$ cat src/rtl/unique_0.sv
// ---------------------------------------------------------------------------
// unique_0 : 16-QAM Gray-coded symbol mapper
//
// Accepts one 4-bit symbol per input handshake. It maps din[1:0] to the I
// amplitude and din[3:2] to the Q amplitude. Each amplitude is one of
// {-3,-1,+1,+3}, in two's complement and sign-extended to OUT_W bits. The
// mapped pair is registered, so it appears exactly one cycle after the accept.
//
// A symbol is accepted only while the carrier zero-crossing strobe cor_zero
// is high. This keeps symbol changes aligned to carrier phase. Draining the
// output register does not depend on cor_zero.
//
// Optional feature macro: UNIQUE0_SYM_CNT_EN
//   defined   : sym_cnt counts accepted symbols, wrapping modulo 2^CNT_W
//   undefined : sym_cnt is tied to zero and no counter is built
//
// Parameters
//   OUT_W  width of mod_i / mod_q (3..16)
//   CNT_W  width of sym_cnt
//
// Ports
//   axi_clk    in   clock, all logic on the rising edge
//   axi_rst    in   synchronous active-high reset
//   cor_zero   in   carrier zero-crossing strobe, gates acceptance
//   din_valid  in   input symbol valid
//   din_ready  out  input ready (combinational)
//   din        in   symbol: [1:0] selects the I level, [3:2] selects the Q level
//   mod_ready  in   downstream accepts the output
//   mod_valid  out  output symbol valid
//   mod_i      out  signed I amplitude
//   mod_q      out  signed Q amplitude
//   sym_cnt    out  accepted-symbol count
//
// Handshake semantics (both ports): a transfer happens at a rising edge where
// valid and ready are both high. Once a producer raises valid, it keeps valid
// and data stable until that transfer. On the output side, mod_valid/mod_i/mod_q
// hold while mod_ready is low. Ready may depend combinationally on the other
// side's ready, but never on its own port's valid.
// ---------------------------------------------------------------------------
module unique_0 #(
    parameter int OUT_W = 3,
    parameter int CNT_W = 16
) (
    input  logic             axi_clk,
    input  logic             axi_rst,
    input  logic             cor_zero,
    input  logic             din_valid,
    output logic             din_ready,
    input  logic [3:0]       din,
    input  logic             mod_ready,
    output logic             mod_valid,
    output logic [OUT_W-1:0] mod_i,
    output logic [OUT_W-1:0] mod_q,
    output logic [CNT_W-1:0] sym_cnt
);

    // Amplitude levels, already sign-extended to the output width.
    localparam logic [OUT_W-1:0] LVL_P3 = OUT_W'(3);
    localparam logic [OUT_W-1:0] LVL_P1 = OUT_W'(1);
    localparam logic [OUT_W-1:0] LVL_N1 = OUT_W'(-1);
    localparam logic [OUT_W-1:0] LVL_N3 = OUT_W'(-3);

    // Gray mapping. Adjacent levels differ in exactly one bit:
    // 00 -> -3, 10 -> -1, 11 -> +1, 01 -> +3.
    function automatic logic [OUT_W-1:0] gray_level(input logic [1:0] code);
        logic [OUT_W-1:0] lvl;
        lvl = LVL_N3;
        case (code)
            2'b00:   lvl = LVL_N3;
            2'b01:   lvl = LVL_P3;
            2'b11:   lvl = LVL_P1;
            2'b10:   lvl = LVL_N1;
            default: lvl = LVL_N3;
        endcase
        return lvl;
    endfunction

    logic             accept;
    logic             drain;
    logic [OUT_W-1:0] next_i;
    logic [OUT_W-1:0] next_q;

    // The register can take a new symbol when it is empty or being emptied
    // this cycle. The carrier strobe decides whether it is allowed to.
    assign din_ready = cor_zero & (~mod_valid | mod_ready);
    assign accept    = din_valid & din_ready;
    assign drain     = mod_valid & mod_ready;

    assign next_i = gray_level(din[1:0]);
    assign next_q = gray_level(din[3:2]);

    // Output register. An accept wins over a drain in the same cycle, so a
    // continuous stream runs at one symbol per cycle with no bubble. Outputs
    // are forced to zero whenever the register is empty.
    always_ff @(posedge axi_clk) begin
        if (axi_rst) begin
            mod_valid <= 1'b0;
            mod_i     <= '0;
            mod_q     <= '0;
        end else if (accept) begin
            mod_valid <= 1'b1;
            mod_i     <= next_i;
            mod_q     <= next_q;
        end else if (drain) begin
            mod_valid <= 1'b0;
            mod_i     <= '0;
            mod_q     <= '0;
        end
    end

`ifdef UNIQUE0_SYM_CNT_EN
    logic [CNT_W-1:0] cnt;

    // Accepted-symbol counter, wrapping naturally at all ones.
    always_ff @(posedge axi_clk) begin
        if (axi_rst) begin
            cnt <= '0;
        end else if (accept) begin
            cnt <= cnt + 1'b1;
        end
    end

    assign sym_cnt = cnt;
`else
    assign sym_cnt = '0;
`endif

endmodule

$ cat config.mk
export PLATFORM = sky130hd
export DESIGN_NAME = unique_0
export DESIGN_NICKNAME = d
export VERILOG_FILES = /design/src/rtl/unique_0.sv
export SDC_FILE = /design/constraint.sdc
export NUM_CORES = 1
export LEC_CHECK = 0
export ABC_AREA = 1
export CORE_AREA = 2 2 39 41
export DETAILED_ROUTE_END_ITERATION = 10
export DIE_AREA = 0 0 41 43
export GPL_ROUTABILITY_DRIVEN = 0
export PLACE_DENSITY = 0.79
export SETUP_SLACK_MARGIN = 0.3
export SLEW_MARGIN = 20
export SYNTH_ARGS = -nofsm -noshare
export SYNTH_HDL_FRONTEND = slang
export SYNTH_SLANG_ARGS = --single-unit
export TNS_END_PERCENT = 10
$ cat constraint.sdc
create_clock -name axi_clk -period 2.2 [get_ports axi_clk]
set_input_delay 0.22 -clock axi_clk [delete_from_list [all_inputs] [get_ports axi_clk]]
set_output_delay 0.22 -clock axi_clk [all_outputs]
set_load 0.03 [all_outputs]
==> impl_metrics.tcl <==
set metrics [dict create \
    routed_wirelength_um 719 \
    p_sw_share_pct 36.1 \
    ys_ff_latch 5 \
    cp.required_ns 1.98 \
    hold_end "mod_q[1]" \
    post-place-ws_ns 0.321 \
    antenna_found_initial 0 \
    timing.hold.ws_ns 0.483 \
    synth-async-reset-ratio_pct 0 \
    layout_setup_ws_ns 0.620 \
    drtPass1Iterations 3 \
    synth_area_leader_cell "buf_4" \
    maxCapViolCount 0 \
    grt_setup_unrepaired "no" \
    synth.yosys.seq_area_share_pct 22.4 \
    p_leak_nw 0.297 \
    placed_cells 86 \
    netlist_area_um2 447 \
    grt_pass1_vias 288 \
    ys_warn_count 0 \
    die_w_um 41 \
    drtAntennaViolNets 0 \
    power_switching_mw 0.113 \
    clock_latency_ns 0.24 \
    final_core_util_pct 41.7 \
    via_per_inst 3.81 \
    yosysMostFrequentCell "buf_4" \
    fin_skew_ns 0.00185 \
    syn2layout_area_growth_pct 29.1 \
    grt_max_degree 8 \
    ctsHoldBuffers 0 \
    nets 88 \
    reg2reg_depth 4 \
    grt_overflow 0 \
    critical-path-top-delay-family "buffers and inverters" \
    crit_chain "clkdlybuf4s50_1" \
    insertedDiodeCount 0 \
    start_util_pct 32.3 \
    drcViolationCount 0 \
    status "finished clean" \
    yosysUniqueCellTypes 13 \
    syn-instance-count 57 \
    rows 14 \
    synth_ff_type "dfxtp_1" \
    pin_count 33 \
    post_dp_cell_area_um2 548 \
    first_iter_violations 8 \
    portBuffers 16 \
    path_depth 1 \
    cts_tree "built" \
    drive_gt1_share_pct 8.11 \
    clockBufferDepth 2 \
    reg2reg_slack_ns 1.29 \
    crit_buf_inv 1 \
    max-vdd-ir-drop_v 0.000198 \
    path_clk_slew_ns 0.04 \
    clock_sinks 5 \
    slowest_stage "clkdlybuf4s50_1" \
    path_class "flop to output port" \
    finalMaxSlewViolations 0 \
    fin_cells 90 \
    hold_class "flop to flop" \
    crit_path_max_incr_delay_ns 0.71 \
    die_h_um 43 \
    cts_root_buf "clkbuf_4" \
    hold_viol 0 \
    setup_violations 0 \
    power_frac_comb_pct 34.7 \
    cts_inserted_buffers 3 \
    hold_depth 2 \
    min-delay-start "mod_q[1]" \
    design.core.area_mm2 0.00138 \
    h-tree-depth 1 \
    total_power_mw 0.312 \
    vias 343 \
    worstPathArrival_ns 1.36 \
    setup_tns_ns 0 \
    crit_path_start_kind "flop" \
    routed_wire_length_per_instance_um 7.99 \
    synth_edf_count 0 \
    power.density_mw_per_mm2 541 \
    worstSetupEndpointType "output port" \
    yosys.area.top_type_share_pct 30.3 \
    synth_area_per_cell_um2 7.84 \
    fin_crit_ns 1.58 \
    synth_area_leaders "buf_4 30%, dfxtp_1 22%, ha_1 11%, inv_1 8.4%, nand4_1 5.6%" \
    fin_crit_sh_pct 71.8 \
    rr_startpoint "mod_i[0]" \
    crit_fanout 5 \
    pwr-share-seq_pct 31.8 \
    final_cell_area_um2 577 \
    dieArea_mm2 0.00176 \
    p_clk_share_pct 33.5 \
    r2r-end "mod_i[2]" \
    grtUsageTotal_pct 8.64 \
    post_cts_buffers 0 \
    grt_pass1_wl_um 1040 \
    hpwl_um 612 \
    p_int_mw 0.200 \
    fmax_ghz 0.633 \
    synth.top_cells.by_count "18 x buf_4, 10 x inv_1, 5 x dfxtp_1" \
]
==> per-layer routing <==
layer	GRT usage [%]	up-vias	share of wire (%)
met1	10.3	148	37
met3	1.57	0	9.5
li1	-	181	-
met2	13.1	14	53
met5	0	-	0
met4	6.00	0	0
==> worst register-to-register path, cell delays in order (launching register included) <==
cell	delay (ns)
dfxtp_1	0.41
nand2_4	0.11
nand3_4	0.09
nand3_1	0.07
a21oi_1	0.16
==> layout by cell type, fill, tap and decap left out, types with 3 or more instances in the layout <==
cell / count
nand4_1: 4
inv_1: 10
ha_1: 4
dfxtp_1: 5
clkdlybuf4s50_1: 15
nand2_1: 3
a21oi_1: 4
conb_1: 16
nand3_1: 4
clkbuf_4: 3
==> registers in the layout, summed over array words and instances, names as in the netlist <==
| signal | cells |
|---|---|
| mod_i | 3 |
| mod_q | 2 |
==> power by group through the flow <==
| stage | Sequential (mW) | Clock [mW] | Combinational, mW |
|---|---|---|---|
| 2_1_floorplan | 0.110 | 0 | 0.0869 |
| 3_3_place_gp | 0.101 | 0 | 0.108 |
| 3_5_place_dp | 0.101 | 0 | 0.109 |
| 4_1_cts | 0.0996 | 0.109 | 0.109 |
| 5_1_grt | 0.0999 | 0.115 | 0.117 |
| 6_report | 0.0994 | 0.104 | 0.108 |
==> cell families (layout without fill, tap and decap cells) <==
group                      Yosys count  in the layout  synth area share, %
buffers and inverters               28             30                 38.7
and+or+nand+nor                     14             14                 20.7
AOI/OAI and AO/OA                    5              5                 6.16
DFF                                  5              5                 22.4
adders and majority gates            4              4                 11.2
other                                1             16                0.840
==> final cells by class <==
type,instances,area [µm²]
Clock buffer,4,26.3
Tap cell,16,20.0
Inverter,10,37.5
Fill cell,141,807
Timing Repair Buffer,16,163
Multi-Input combinational cell,39,230
Sequential cell,5,100
==> how the worst max path moves through the flow <==
stage / start / end / slack [ns]
3_5_place_dp: mod_ready / din_ready / 0.32
3_3_place_gp: mod_ready / din_ready / 0.33
6_report: mod_i[0] / mod_i[0] / 0.62
4_1_cts: mod_ready / din_ready / 0.32
2_1_floorplan: mod_i[0] / din_ready / 1.03
5_1_grt: mod_i[0] / mod_i[0] / 0.56
==> what timing repair did <==
item	4_1_cts	5_1_grt
hold endpoints to repair	0	0
setup endpoints to repair	0	1
resized for setup	0	1
Power figures use the tool's default switching activity.
